$ cat src/rtl/id_stage_pkg.sv
// Shared decode constants for the RV32I decode stage: opcodes, ALU op/select
// codes, the decoded-instruction record and immediate builders.
package id_stage_pkg;

    localparam int OpcodeLen  = 7;
    localparam int RegAddrLen = 5;
    localparam int Funct3Len  = 3;
    localparam logic [31:0] ZERO_WORD = 32'h0000_0000;

    localparam logic [OpcodeLen-1:0] OPC_LUI    = 7'b0110111;
    localparam logic [OpcodeLen-1:0] OPC_AUIPC  = 7'b0010111;
    localparam logic [OpcodeLen-1:0] OPC_JAL    = 7'b1101111;
    localparam logic [OpcodeLen-1:0] OPC_JALR   = 7'b1100111;
    localparam logic [OpcodeLen-1:0] OPC_BRANCH = 7'b1100011;
    localparam logic [OpcodeLen-1:0] OPC_LOAD   = 7'b0000011;
    localparam logic [OpcodeLen-1:0] OPC_STORE  = 7'b0100011;
    localparam logic [OpcodeLen-1:0] OPC_OPIMM  = 7'b0010011;
    localparam logic [OpcodeLen-1:0] OPC_OP     = 7'b0110011;

    // aluop = {modifier, funct3}; the modifier selects SUB / SRA
    localparam logic [3:0] ALUOP_ADD = 4'b0000;
    localparam logic [3:0] ALUOP_SUB = 4'b1000;
    localparam logic [3:0] ALUOP_SRA = 4'b1101;

    typedef enum logic [2:0] {
        ALUSEL_NOP        = 3'd0,
        ALUSEL_ALU        = 3'd1,
        ALUSEL_LUI        = 3'd2,
        ALUSEL_AUIPC      = 3'd3,
        ALUSEL_JUMP       = 3'd4,
        ALUSEL_BRANCH     = 3'd5,
        ALUSEL_MEM        = 3'd6,
        ALUSEL_MULDIV_RES = 3'd7
    } alusel_e;

    typedef struct packed {
        logic        rs1_re;
        logic        rs2_re;
        logic        rd_we;
        logic        is_load;
        logic        is_store;
        logic        is_jal;
        logic        illegal;
        alusel_e     alusel;
        logic [3:0]  aluop;
        logic [31:0] imm;
    } decode_t;

    function automatic logic [31:0] imm_i(input logic [31:0] inst);
        return {{20{inst[31]}}, inst[31:20]};
    endfunction

    function automatic logic [31:0] imm_s(input logic [31:0] inst);
        return {{20{inst[31]}}, inst[31:25], inst[11:7]};
    endfunction

    function automatic logic [31:0] imm_b(input logic [31:0] inst);
        return {{19{inst[31]}}, inst[31], inst[7], inst[30:25], inst[11:8], 1'b0};
    endfunction

    function automatic logic [31:0] imm_u(input logic [31:0] inst);
        return {inst[31:12], 12'h000};
    endfunction

    function automatic logic [31:0] imm_j(input logic [31:0] inst);
        return {{11{inst[31]}}, inst[31], inst[19:12], inst[20], inst[30:21], 1'b0};
    endfunction

endpackage

$ cat src/rtl/id_stage_if.sv
// ID -> EX bundle: registered decode payload plus the valid/ready handshake.
interface id_stage_if #(
    parameter int XLEN = 32
);
    logic                   valid;
    logic                   ready;
    logic [XLEN-1:0]        pc;
    logic [XLEN-1:0]        next_pc;
    logic [XLEN-1:0]        jump_pc;
    logic [XLEN-1:0]        rs1_data;
    logic [XLEN-1:0]        rs2_data;
    logic [XLEN-1:0]        imm;
    logic [3:0]             aluop;
    id_stage_pkg::alusel_e  alusel;
    logic [2:0]             funct3;
    logic [4:0]             rd_addr;
    logic                   rd_we;
    logic                   is_load;
    logic                   is_store;
    logic                   illegal;

    modport master (
        output valid, pc, next_pc, jump_pc, rs1_data, rs2_data, imm,
               aluop, alusel, funct3, rd_addr, rd_we, is_load, is_store, illegal,
        input  ready
    );

    modport slave (
        input  valid, pc, next_pc, jump_pc, rs1_data, rs2_data, imm,
               aluop, alusel, funct3, rd_addr, rd_we, is_load, is_store, illegal,
        output ready
    );
endinterface

$ cat src/rtl/id_scoreboard.sv
// Per-register count of loads that left EX but have not written back (x1..x31).
module id_scoreboard
    import id_stage_pkg::*;
#(
    parameter int LD_OUTSTANDING = 2
) (
    input  logic                  clk_i,
    input  logic                  rst_i,
    input  logic                  inc_i,
    input  logic [RegAddrLen-1:0] inc_addr_i,
    input  logic                  dec_i,
    input  logic [RegAddrLen-1:0] dec_addr_i,
    input  logic [RegAddrLen-1:0] rs1_addr_i,
    input  logic [RegAddrLen-1:0] rs2_addr_i,
    output logic                  rs1_busy_o,
    output logic                  rs2_busy_o,
    input  logic [RegAddrLen-1:0] sat_addr_i,
    input  logic                  sat_extra_i,
    output logic                  sat_o
);
    localparam int CntW = $clog2(LD_OUTSTANDING + 1);

    logic [32*CntW-1:0] cnt_flat;
    logic [CntW-1:0]    sat_cnt;

    genvar gi;
    for (gi = 0; gi < 32; gi++) begin : g_cnt
        if (gi == 0) begin : g_zero
            assign cnt_flat[gi*CntW +: CntW] = '0;
        end else begin : g_reg
            logic [CntW-1:0] cnt_q;
            logic            do_inc;
            logic            do_dec;

            assign do_inc = inc_i && (inc_addr_i == RegAddrLen'(gi));
            // A write-back with nothing outstanding is stale and ignored
            assign do_dec = dec_i && (dec_addr_i == RegAddrLen'(gi)) && (cnt_q != '0);

            always_ff @(posedge clk_i) begin
                if (rst_i) begin
                    cnt_q <= '0;
                end else if (do_inc && !do_dec) begin
                    cnt_q <= cnt_q + CntW'(1);
                end else if (do_dec && !do_inc) begin
                    cnt_q <= cnt_q - CntW'(1);
                end
            end

            assign cnt_flat[gi*CntW +: CntW] = cnt_q;
        end
    end

    assign rs1_busy_o = cnt_flat[rs1_addr_i*CntW +: CntW] != '0;
    assign rs2_busy_o = cnt_flat[rs2_addr_i*CntW +: CntW] != '0;
    assign sat_cnt    = cnt_flat[sat_addr_i*CntW +: CntW];
    assign sat_o      = (int'(sat_cnt) + int'(sat_extra_i)) >= LD_OUTSTANDING;

endmodule

$ cat src/rtl/id_stage.sv
// RV32I decode stage with ID/EX register, N-way forwarding and load scoreboard.
// Define ID_RV32M_EN to decode the RV32M OP encodings (funct7 = 0000001).
module id_stage
    import id_stage_pkg::*;
#(
    parameter int XLEN           = 32,
    parameter int NUM_FWD        = 2,
    parameter int LD_OUTSTANDING = 2
) (
    input  logic                          clk_in,
    input  logic                          rst_in,
    input  logic                          if_valid_i,
    output logic                          if_ready_o,
    input  logic [XLEN-1:0]               if_pc_i,
    input  logic [31:0]                   if_inst_i,
    input  logic                          flush_i,
    output logic [RegAddrLen-1:0]         rf_rs1_addr_o,
    output logic [RegAddrLen-1:0]         rf_rs2_addr_o,
    input  logic [XLEN-1:0]               rf_rs1_data_i,
    input  logic [XLEN-1:0]               rf_rs2_data_i,
    input  logic [NUM_FWD-1:0]            fw_valid_i,
    input  logic [RegAddrLen*NUM_FWD-1:0] fw_addr_i,
    input  logic [XLEN*NUM_FWD-1:0]       fw_data_i,
    input  logic                          ld_done_i,
    input  logic [RegAddrLen-1:0]         ld_done_addr_i,
    id_stage_if.master                    ex,
    output logic                          jump_o,
    output logic [XLEN-1:0]               jump_pc_o
);
    logic [OpcodeLen-1:0]  opcode;
    logic [RegAddrLen-1:0] rs1_addr, rs2_addr, rd_addr;
    logic [Funct3Len-1:0]  funct3;
    logic [6:0]            funct7;
    decode_t               dec;
    logic [XLEN-1:0]       imm_x, rs1_val, rs2_val;
    logic [NUM_FWD-1:0]    fw_hit1, fw_hit2;
    logic sb_busy1, sb_busy2, sb_sat, sat_extra, sb_inc;
    logic hz1, hz2, waw, stall, load_id;

    logic                  ex_valid_q, ex_rd_we_q, ex_is_load_q, ex_is_store_q, ex_illegal_q, jump_q;
    logic [XLEN-1:0]       ex_pc_q, ex_next_pc_q, ex_jump_pc_q, ex_rs1_q, ex_rs2_q, ex_imm_q, jump_pc_q;
    logic [3:0]            ex_aluop_q;
    alusel_e               ex_alusel_q;
    logic [Funct3Len-1:0]  ex_funct3_q;
    logic [RegAddrLen-1:0] ex_rd_addr_q;

    assign opcode   = if_inst_i[6:0];
    assign rd_addr  = if_inst_i[11:7];
    assign funct3   = if_inst_i[14:12];
    assign rs1_addr = if_inst_i[19:15];
    assign rs2_addr = if_inst_i[24:20];
    assign funct7   = if_inst_i[31:25];
    assign rf_rs1_addr_o = rs1_addr;
    assign rf_rs2_addr_o = rs2_addr;

    always_comb begin
        dec        = '0;
        dec.alusel = ALUSEL_NOP;
        case (opcode)
            OPC_LUI:    begin dec.rd_we = 1'b1; dec.imm = imm_u(if_inst_i); dec.alusel = ALUSEL_LUI; end
            OPC_AUIPC:  begin dec.rd_we = 1'b1; dec.imm = imm_u(if_inst_i); dec.alusel = ALUSEL_AUIPC; end
            OPC_JAL:    begin dec.rd_we = 1'b1; dec.imm = imm_j(if_inst_i); dec.alusel = ALUSEL_JUMP; dec.is_jal = 1'b1; end
            OPC_JALR:   begin dec.rs1_re = 1'b1; dec.rd_we = 1'b1; dec.imm = imm_i(if_inst_i); dec.alusel = ALUSEL_JUMP; end
            OPC_BRANCH: begin dec.rs1_re = 1'b1; dec.rs2_re = 1'b1; dec.imm = imm_b(if_inst_i); dec.alusel = ALUSEL_BRANCH; end
            OPC_LOAD:   begin dec.rs1_re = 1'b1; dec.rd_we = 1'b1; dec.imm = imm_i(if_inst_i); dec.alusel = ALUSEL_MEM; dec.is_load = 1'b1; end
            OPC_STORE:  begin dec.rs1_re = 1'b1; dec.rs2_re = 1'b1; dec.imm = imm_s(if_inst_i); dec.alusel = ALUSEL_MEM; dec.is_store = 1'b1; end
            OPC_OPIMM: begin
                dec.rs1_re = 1'b1;
                dec.rd_we  = 1'b1;
                dec.imm    = imm_i(if_inst_i);
                dec.alusel = ALUSEL_ALU;
                dec.aluop  = {(funct3 == 3'b101) && if_inst_i[30], funct3};
            end
            OPC_OP: begin
                if (funct7 == 7'b0000001) begin
`ifdef ID_RV32M_EN
                    dec.rs1_re = 1'b1;
                    dec.rs2_re = 1'b1;
                    dec.rd_we  = 1'b1;
                    dec.alusel = ALUSEL_MULDIV_RES;
                    dec.aluop  = {1'b0, funct3};
`else
                    dec.illegal = 1'b1;
`endif
                end else if (funct7 == 7'b0000000 ||
                             (funct7 == 7'b0100000 && (funct3 == 3'b000 || funct3 == 3'b101))) begin
                    dec.rs1_re = 1'b1;
                    dec.rs2_re = 1'b1;
                    dec.rd_we  = 1'b1;
                    dec.alusel = ALUSEL_ALU;
                    dec.aluop  = {if_inst_i[30], funct3};
                end else begin
                    dec.illegal = 1'b1;
                end
            end
            default: dec.illegal = 1'b1;
        endcase
        if (rd_addr == '0) dec.rd_we = 1'b0;
    end

    assign imm_x = XLEN'($signed(dec.imm));

    genvar gi;
    for (gi = 0; gi < NUM_FWD; gi++) begin : g_fw
        assign fw_hit1[gi] = fw_valid_i[gi] && (fw_addr_i[gi*RegAddrLen +: RegAddrLen] == rs1_addr);
        assign fw_hit2[gi] = fw_valid_i[gi] && (fw_addr_i[gi*RegAddrLen +: RegAddrLen] == rs2_addr);
    end

    // Walk from the oldest source down so the lowest matching index wins
    always_comb begin
        rs1_val = rf_rs1_data_i;
        rs2_val = rf_rs2_data_i;
        for (int k = NUM_FWD - 1; k >= 0; k--) begin
            if (fw_hit1[k]) rs1_val = fw_data_i[k*XLEN +: XLEN];
            if (fw_hit2[k]) rs2_val = fw_data_i[k*XLEN +: XLEN];
        end
        if (!dec.rs1_re || rs1_addr == '0) rs1_val = '0;
        if (!dec.rs2_re)                   rs2_val = imm_x;
        else if (rs2_addr == '0)           rs2_val = '0;
    end

    assign hz1 = dec.rs1_re && (rs1_addr != '0) &&
                 ((ex_valid_q && ex_is_load_q && ex_rd_addr_q == rs1_addr) || sb_busy1);
    assign hz2 = dec.rs2_re && (rs2_addr != '0) &&
                 ((ex_valid_q && ex_is_load_q && ex_rd_addr_q == rs2_addr) || sb_busy2);
    // The resident load will become one more in-flight load, so count it
    // against the limit to keep the counter from overflowing.
    assign sat_extra = ex_valid_q && ex_is_load_q && (ex_rd_addr_q == rd_addr);
    assign waw       = dec.is_load && (rd_addr != '0) && sb_sat;
    assign stall     = hz1 || hz2 || waw;

    assign if_ready_o = (!stall && (!ex_valid_q || ex.ready)) || flush_i;
    assign load_id    = if_valid_i && if_ready_o && !flush_i;
    assign sb_inc     = ex_valid_q && ex.ready && !flush_i && ex_is_load_q && (ex_rd_addr_q != '0);

    id_scoreboard #(.LD_OUTSTANDING(LD_OUTSTANDING)) u_scoreboard (
        .clk_i       (clk_in),
        .rst_i       (rst_in),
        .inc_i       (sb_inc),
        .inc_addr_i  (ex_rd_addr_q),
        .dec_i       (ld_done_i),
        .dec_addr_i  (ld_done_addr_i),
        .rs1_addr_i  (rs1_addr),
        .rs2_addr_i  (rs2_addr),
        .rs1_busy_o  (sb_busy1),
        .rs2_busy_o  (sb_busy2),
        .sat_addr_i  (rd_addr),
        .sat_extra_i (sat_extra),
        .sat_o       (sb_sat)
    );

    always_ff @(posedge clk_in) begin
        if (rst_in) begin
            ex_valid_q    <= 1'b0;
            ex_pc_q       <= '0;
            ex_next_pc_q  <= '0;
            ex_jump_pc_q  <= '0;
            ex_rs1_q      <= '0;
            ex_rs2_q      <= '0;
            ex_imm_q      <= '0;
            ex_aluop_q    <= '0;
            ex_alusel_q   <= ALUSEL_NOP;
            ex_funct3_q   <= '0;
            ex_rd_addr_q  <= '0;
            ex_rd_we_q    <= 1'b0;
            ex_is_load_q  <= 1'b0;
            ex_is_store_q <= 1'b0;
            ex_illegal_q  <= 1'b0;
            jump_q        <= 1'b0;
            jump_pc_q     <= '0;
        end else if (load_id) begin
            ex_valid_q    <= 1'b1;
            ex_pc_q       <= if_pc_i;
            ex_next_pc_q  <= if_pc_i + XLEN'(4);
            ex_jump_pc_q  <= if_pc_i + imm_x;
            ex_rs1_q      <= rs1_val;
            ex_rs2_q      <= rs2_val;
            ex_imm_q      <= imm_x;
            ex_aluop_q    <= dec.aluop;
            ex_alusel_q   <= dec.alusel;
            ex_funct3_q   <= funct3;
            ex_rd_addr_q  <= rd_addr;
            ex_rd_we_q    <= dec.rd_we;
            ex_is_load_q  <= dec.is_load;
            ex_is_store_q <= dec.is_store;
            ex_illegal_q  <= dec.illegal;
            jump_q        <= dec.is_jal;
            if (dec.is_jal) jump_pc_q <= if_pc_i + imm_x;
        end else begin
            jump_q <= 1'b0;
            if (ex.ready || flush_i) ex_valid_q <= 1'b0;
        end
    end

    assign ex.valid    = ex_valid_q;
    assign ex.pc       = ex_pc_q;
    assign ex.next_pc  = ex_next_pc_q;
    assign ex.jump_pc  = ex_jump_pc_q;
    assign ex.rs1_data = ex_rs1_q;
    assign ex.rs2_data = ex_rs2_q;
    assign ex.imm      = ex_imm_q;
    assign ex.aluop    = ex_aluop_q;
    assign ex.alusel   = ex_alusel_q;
    assign ex.funct3   = ex_funct3_q;
    assign ex.rd_addr  = ex_rd_addr_q;
    assign ex.rd_we    = ex_rd_we_q;
    assign ex.is_load  = ex_is_load_q;
    assign ex.is_store = ex_is_store_q;
    assign ex.illegal  = ex_illegal_q;
    assign jump_o      = jump_q;
    assign jump_pc_o   = jump_pc_q;

endmodule

$ cat src/flat_wrapper.sv
// flat-port wrapper written by rule: the top's interface ports become plain ports
module id_stage_flat import id_stage_pkg::*;
#(
    parameter int XLEN           = 32,
    parameter int NUM_FWD        = 2,
    parameter int LD_OUTSTANDING = 2
)
  (clk_in, rst_in, if_valid_i, if_ready_o, if_pc_i, if_inst_i, flush_i, rf_rs1_addr_o, rf_rs2_addr_o, rf_rs1_data_i, rf_rs2_data_i, fw_valid_i, fw_addr_i, fw_data_i, ld_done_i, ld_done_addr_i, jump_o, jump_pc_o, ex_valid, ex_pc, ex_next_pc, ex_jump_pc, ex_rs1_data, ex_rs2_data, ex_imm, ex_aluop, ex_alusel, ex_funct3, ex_rd_addr, ex_rd_we, ex_is_load, ex_is_store, ex_illegal, ex_ready);
  id_stage_if #(.XLEN(XLEN)) ex_i ();
  input  logic clk_in;
  input  logic rst_in;
  input  logic if_valid_i;
  output logic if_ready_o;
  input  logic [XLEN-1:0] if_pc_i;
  input  logic [31:0] if_inst_i;
  input  logic flush_i;
  output logic [RegAddrLen-1:0] rf_rs1_addr_o;
  output logic [RegAddrLen-1:0] rf_rs2_addr_o;
  input  logic [XLEN-1:0] rf_rs1_data_i;
  input  logic [XLEN-1:0] rf_rs2_data_i;
  input  logic [NUM_FWD-1:0] fw_valid_i;
  input  logic [RegAddrLen*NUM_FWD-1:0] fw_addr_i;
  input  logic [XLEN*NUM_FWD-1:0] fw_data_i;
  input  logic ld_done_i;
  input  logic [RegAddrLen-1:0] ld_done_addr_i;
  output logic jump_o;
  output logic [XLEN-1:0] jump_pc_o;
  output wire logic [$bits(ex_i.valid)-1:0] ex_valid;
  output wire logic [$bits(ex_i.pc)-1:0] ex_pc;
  output wire logic [$bits(ex_i.next_pc)-1:0] ex_next_pc;
  output wire logic [$bits(ex_i.jump_pc)-1:0] ex_jump_pc;
  output wire logic [$bits(ex_i.rs1_data)-1:0] ex_rs1_data;
  output wire logic [$bits(ex_i.rs2_data)-1:0] ex_rs2_data;
  output wire logic [$bits(ex_i.imm)-1:0] ex_imm;
  output wire logic [$bits(ex_i.aluop)-1:0] ex_aluop;
  output wire logic [$bits(ex_i.alusel)-1:0] ex_alusel;
  output wire logic [$bits(ex_i.funct3)-1:0] ex_funct3;
  output wire logic [$bits(ex_i.rd_addr)-1:0] ex_rd_addr;
  output wire logic [$bits(ex_i.rd_we)-1:0] ex_rd_we;
  output wire logic [$bits(ex_i.is_load)-1:0] ex_is_load;
  output wire logic [$bits(ex_i.is_store)-1:0] ex_is_store;
  output wire logic [$bits(ex_i.illegal)-1:0] ex_illegal;
  input wire logic [$bits(ex_i.ready)-1:0] ex_ready;
  assign ex_valid = ex_i.valid;
  assign ex_pc = ex_i.pc;
  assign ex_next_pc = ex_i.next_pc;
  assign ex_jump_pc = ex_i.jump_pc;
  assign ex_rs1_data = ex_i.rs1_data;
  assign ex_rs2_data = ex_i.rs2_data;
  assign ex_imm = ex_i.imm;
  assign ex_aluop = ex_i.aluop;
  assign ex_alusel = ex_i.alusel;
  assign ex_funct3 = ex_i.funct3;
  assign ex_rd_addr = ex_i.rd_addr;
  assign ex_rd_we = ex_i.rd_we;
  assign ex_is_load = ex_i.is_load;
  assign ex_is_store = ex_i.is_store;
  assign ex_illegal = ex_i.illegal;
  assign ex_i.ready = ex_ready;
  id_stage #(.XLEN(XLEN), .NUM_FWD(NUM_FWD), .LD_OUTSTANDING(LD_OUTSTANDING)) u_core (.clk_in(clk_in), .rst_in(rst_in), .if_valid_i(if_valid_i), .if_ready_o(if_ready_o), .if_pc_i(if_pc_i), .if_inst_i(if_inst_i), .flush_i(flush_i), .rf_rs1_addr_o(rf_rs1_addr_o), .rf_rs2_addr_o(rf_rs2_addr_o), .rf_rs1_data_i(rf_rs1_data_i), .rf_rs2_data_i(rf_rs2_data_i), .fw_valid_i(fw_valid_i), .fw_addr_i(fw_addr_i), .fw_data_i(fw_data_i), .ld_done_i(ld_done_i), .ld_done_addr_i(ld_done_addr_i), .ex(ex_i), .jump_o(jump_o), .jump_pc_o(jump_pc_o));
endmodule
$ cat config.mk
export PLATFORM = sky130hd
export DESIGN_NAME = id_stage_flat
export DESIGN_NICKNAME = d
export VERILOG_FILES = /design/src/rtl/id_stage_pkg.sv /design/src/rtl/id_stage_if.sv /design/src/rtl/id_scoreboard.sv /design/src/rtl/id_stage.sv /design/src/flat_wrapper.sv
export SDC_FILE = /design/constraint.sdc
export NUM_CORES = 1
export LEC_CHECK = 0
export BUFFER_PORTS_ARGS = -buffer_cell sky130_fd_sc_hd__buf_2
export CORE_MARGIN = 3
export CORE_UTILIZATION = 50
export DETAILED_ROUTE_END_ITERATION = 16
export PLACE_DENSITY = 0.76
export SLEW_MARGIN = 20
export SYNTH_ARGS = -nofsm -noshare
export SYNTH_HDL_FRONTEND = slang
export SYNTH_SLANG_ARGS = --single-unit
$ cat constraint.sdc
create_clock -name clk_in -period 8.4 [get_ports clk_in]
set_input_delay 0.84 -clock clk_in [delete_from_list [all_inputs] [get_ports clk_in]]
set_output_delay 0.84 -clock clk_in [all_outputs]
set_load 0.02 [all_outputs]
# Word-level counts from Yosys, hierarchy flattened
# Cells that the tools add are included.
dict set report totals {
  regBits 307
  in_bits 215
  elab_cells 625
}
dict set report classes {
  addsub 65
  magnitude_cmp 1
  eq_ne 81
  n_shift 3
  n_mux 88
  bitwise_logic 1
  reduce_logical 338
}
# cell count
set op_table {}
lappend op_table {{$mux 32} 7}
lappend op_table {{$shiftx 64x7->2} 3}
lappend op_table {{$logic_and 1x1->1} 178}
lappend op_table {{$eq 5x5->1 const B} 32}
lappend op_table {{$pmux 32 s5} 1}
lappend op_table {{$reduce_bool 2->1} 65}
lappend op_table {{$mux 2} 62}
lappend op_table {{$eq 5x4->1 const B} 16}
lappend op_table {{$logic_not 1->1} 66}
lappend op_table {{$add 2x1->2 const B} 31}
lappend op_table {{$sub 2x1->2 const B} 31}
lappend op_table {{$eq 5x3->1 const B} 8}
lappend op_table {{$eq 5x5->1} 7}
lappend op_table {{$add 32x3->32 const B} 1}
lappend op_table {{$add 32x32->32} 1}
lappend op_table {{$eq 7x6->1 const B} 4}
lappend op_table {{$eq 7x7->1 const B} 3}
lappend op_table {{$pmux 3 s7} 1}
lappend op_table {{$eq 5x2->1 const B} 4}
lappend op_table {{$reduce_bool 5->1} 4}
lappend op_table {{$logic_not 5->1} 3}
lappend op_table {{$eq 7x5->1 const B} 2}
lappend op_table {{$eq 5x1->1 const B} 2}
lappend op_table {{$logic_or 1x1->1} 10}
lappend op_table {{other kinds (20)} 35}

# Depth between registers and ports, before layout
dict set report logic_depth {
  depth_word 18
  ltp_mapped 17
  depth_no_buf 15
}

# Hierarchy
# From an unflattened synthesis, not the netlist that was laid out.
dict set report hier_totals {
  cells_unflattened 2225
  hier_area_um2 17993.5
}
# mod instances cells_each area_each_um2
set by_module_without_submodules {}
lappend by_module_without_submodules {id_stage 1 1681 13342.8}
lappend by_module_without_submodules {id_scoreboard 1 544 4650.7}

# Worst setup path after synthesis
# OpenSTA, ideal clock, no wires.
dict set report synth_path {
  path_type {input port to flip-flop}
  from {input if_inst_i[5]}
  to {register u_core.ex_jump_pc_q[25], in the netlist u_core.ex.jump_pc[25]}
  t_arrival_ps 4529
  slack_ps 3743
  cell_stages 16
  path_buffers 2
  path_cell_list {buf_4 -> or3_1 -> a211oi_1 -> or2_2 -> clkbuf_1 -> a22oi_1 -> inv_1 -> ha_1 -> a211oi_1 -> o21ai_0 -> a311oi_1 -> o2bb2ai_1 -> a21o_1 -> a311o_1 -> mux2i_1 -> nor2_1}
}
# item line
set synth_lines {}
lappend synth_lines {{start: declaration} flat_wrapper.sv:15} ;# input logic [31:0] if_inst_i;
lappend synth_lines {{end signal: assignment} id_stage.sv:175} ;# ex_jump_pc_q <= if_pc_i + imm_x;
lappend synth_lines {{end: declaration} id_stage.sv:41} ;# logic [XLEN-1:0] ex_pc_q, ex_next_pc_q, ex_jump_pc_q, ex_rs1_q, ex_rs2_q, ex_imm_q, jump_pc_q;

==> summary.md <==
| Metric | Value |
|---|---|
| Chip Height | 197 um |
| Leak Pwr | 9.24 nW |
| Max-slew violation count | 0 |
| TritonCTS Buffers | 35 |
| Cts hold-fix bufs | 0 |
| RSZ-0062 raised after global routing | false |
| GRT Total Usage | 0.332 |
| Top-area cell type share of the netlist area | 0.335 |
| Hold Path Class | flip-flop to flip-flop |
| Status | complete, no violations |
| Library cells used by synthesis | 77 |
| Final nets | 2851 |
| Clk sinks | 305 |
| CTS tree | built |
| Post-synth top area cell | dfxtp_1 |
| Setup CP Type | input pin to flip-flop |
| Total wire length | 68100 um |
| Cell Area, Synth | 18200 um2 |
| Final period util | 0.591 |
| Via count | 18643 |
| Routed length per instance | 22.2 um |
| Max cap viols | 0 |
| Crit start category | input pin |
| Fin Setup TNS | 0 ns |
| Worst EP arrival | 5.36 ns |
| Rows | 69 |
| Number of synthesized flops with an enable pin | 0 |
| Die Span X | 197 um |
| Layout cells sized above 1 | 0.238 |
| Avg Vias per Cell | 6.09 |
| Syn_nets | 2499 |
| Clock Latency Late Sink | 0.54 ns |
| Largest net degree at the start of global routing | 117 |
| Max clock buf depth | 3 |
| First-pass GRT wire length | 102000 um |
| Crit. End Element | flip-flop |
| Hpwl dp | 51100 um |
| FFs w/ async S/R, synth | 0 |
| Largest cells by area after synthesis | dfxtp_1 34%, mux2i_1 7.1%, nand2_1 7.0% |
| Setup Skew | 0.0228 ns |
| Final Setup Violations | 0 |
| Mean Syn Cell Area | 8.20 um2 |
| Routability Congestion | 0.979 |
| Register area share after synthesis | 0.335 |
| I/O Buffers | 470 |
| Die area | 38700 um2 |
| H-tree depth | 2 |
| Synth Register Bits | 305 |
| GR Overflow Total | 0 |
| Worst-Margin Slew | 1.10 ns |
| Floorplan Core Area | 35700 um2 |
| I/O pin total | 471 |
| Initial antenna violation count | 7 |
| Total power draw | 3.56 mW |
| Worst-path clk slew | 0.06 ns |
| Iter 0 DRT Violations | 1925 |
| DRT Pass-1 Iters | 6 |
| Util after Layout | 0.604 |
| Vias in the first global route | 17315 |
| Routed Antenna Nets | 0 |
| Final hold vios | 0 |
| IR drop worst, VDD | 0.106 mV |
| # DRC | 0 |
| Initial core utilization | 0.509 |
| Worst slew margin | 0.269 |
| Yosys warns | 0 |
| CP max FO | 10 |
| Post-CTS Setup Inserts | 0 |
| Cts repair resizes | 0 |
| Pwr per Cell Area | 165 nW/um2 |
| Required time at the worst-slack endpoint | 8.80 ns |
| P&R area growth vs syn | 18.7% |
| Crit path time final | 4.96 ns |
| Cells after Synth | 2220 |
| Max Clk Rate | 201 MHz |
| Clk root buf | clkbuf_16 |
| Main synth FF type | dfxtp_1 |
[flip-flops by register name (all words and copies together), names as in the netlist]
register	count
u_core.ex.next_pc	32
u_core.ex.funct3	3
u_core.ex.imm	32
u_core.ex.valid	1
u_core.ex.rs1_data	32
u_core.ex.is_load	1
u_core.ex.aluop	4
u_core.u_scoreboard.g_cnt.g_reg.cnt_q	62
u_core.jump_pc_o	32
u_core.ex.illegal	1
u_core.jump_o	1
u_core.ex.rd_we	1
u_core.ex.jump_pc	32
u_core.ex.rd_addr	5
u_core.ex.is_store	1
u_core.ex.pc	30
u_core.ex.alusel	3
u_core.ex.rs2_data	32
[through the flow]
step | hold WS (ns) | setup slack, ns | cell area, um2 | cells
4_1_cts | 0.451 | 3.56 | 21600 | 3054
5_1_grt | 0.462 | 3.06 | 21600 | 3058
3_5_place_dp | 0.444 | 3.01 | 20400 | 2995
3_3_place_gp | 0.435 | 3.04 | 20400 | 2995
6_report | 0.450 | 3.44 | 21600 | 3059
2_1_floorplan | 0.464 | 3.74 | 18200 | 2220
[synth_stat cells, types with 4 or more instances]
cell type and count:
a2111oi_0 4, a211oi_1 13, a211oi_2 17, a21o_1 32, a21oi_1 204, a221oi_1 29, a22oi_1 8, a311oi_1 7
a31oi_1 4, a32oi_1 4, and2_1 12, and3_1 13, and4_1 8, buf_2 35, buf_4 31, buf_6 4
clkbuf_1 96, dfxtp_1 305, ha_1 63, inv_1 19, mux2i_1 129, mux4_2 29, nand2_1 341, nand2b_1 18
nand3_1 35, nand3b_1 33, nand4_1 13, nor2_1 242, nor2b_1 11, nor3_1 50, nor4_1 9, o2111ai_1 35
o211ai_1 12, o21a_1 5, o21ai_0 91, o21bai_1 4, o31ai_1 11, or2_2 10, or3_1 41, or3b_2 4
or4_1 5, xnor2_1 34, xor2_1 102
[cell type report]
type | count | area (um2)
clock inverters | 13 | 134
well taps | 461 | 577
flip-flops and latches | 305 | 6110
fillers | 3233 | 14100
multi-input cells | 1725 | 11200
diodes | 4 | 10.0
repair buffers | 484 | 2500
clock buffers | 46 | 977
inverters | 21 | 81.3
[kinds of logic (layout without fill, tap and decap cells)]
logic type	after synthesis	in the layout	synth area share
other cells	0	4	0
fa+ha+maj	64	64	0.0444
mux	160	160	0.108
simple gates	860	860	0.216
xor+xnor	136	136	0.0654
compound gates	505	505	0.181
buf+inv	190	564	0.0498
flops	305	305	0.335
[routing by layer]
layer	GRT usage	part of all wire	vias to the layer above
li1	-	-	8605
met5	0	0.00084	-
met1	0.442	0.40	8864
met3	0.0708	0.10	156
met4	0.108	0.032	8
met2	0.543	0.47	1010
[worst paths after layout]
path                                                           end                                                       from  cells after the start  slack (ns)
worst max-delay path            u_core.ex.jump_pc[25]$_SDFFE_PP0P_                                               if_inst_i[5]                     14        3.44
worst min-delay path             u_core.ex.next_pc[2]$_SDFFE_PP0P_                          u_core.ex.next_pc[2]$_SDFFE_PP0P_                      2        0.45
worst max register to register  u_core.ex.jump_pc[16]$_SDFFE_PP0P_  u_core.u_scoreboard.g_cnt[21].g_reg.cnt_q[0]$_SDFFE_PP0P_                      9        4.38
worst min register to register   u_core.ex.next_pc[2]$_SDFFE_PP0P_                          u_core.ex.next_pc[2]$_SDFFE_PP0P_                      2        0.45
[cell usage in the layout (no fill, tap or decap), types with 9 or more instances in the layout]
master / count
a21o_1: 32
nand4_1: 13
o211ai_1: 12
and2_1: 12
buf_4: 11
nand3_1: 34
mux2i_1: 129
o2111ai_1: 35
nand3b_1: 33
xnor2_1: 34
nor2_1: 242
a21oi_1: 204
a221oi_1: 29
nand2b_1: 18
nor3_1: 50
a211oi_2: 17
nand2_1: 341
xor2_1: 102
a211oi_1: 13
clkbuf_16: 35
or2_2: 10
nor2b_1: 11
o21ai_0: 91
buf_2: 469
or3_1: 41
and3_1: 9
inv_1: 19
o31ai_1: 11
mux4_2: 29
dfxtp_1: 305
ha_1: 63
[critical path: stages]
cell and delay [ns]:
buf_2 0.16, or3_1 0.36, a211oi_1 0.59, or3_1 0.29, and2_1 0.24, ha_1 0.32
a2111oi_0 0.38, o21ai_0 0.23, a311oi_1 0.78, o2bb2ai_1 0.29, a21o_1 0.28, a311o_1 0.39
mux2i_1 0.15, nor2_1 0.05
[report_power, final]
group / switching [mW] / internal [mW] / total, mW
combinational: 0.359 / 0.180 / 0.539
sequential: 0.0262 / 1.49 / 1.51
clock: 0.627 / 0.882 / 1.51
Power figures use the tool's default switching activity.
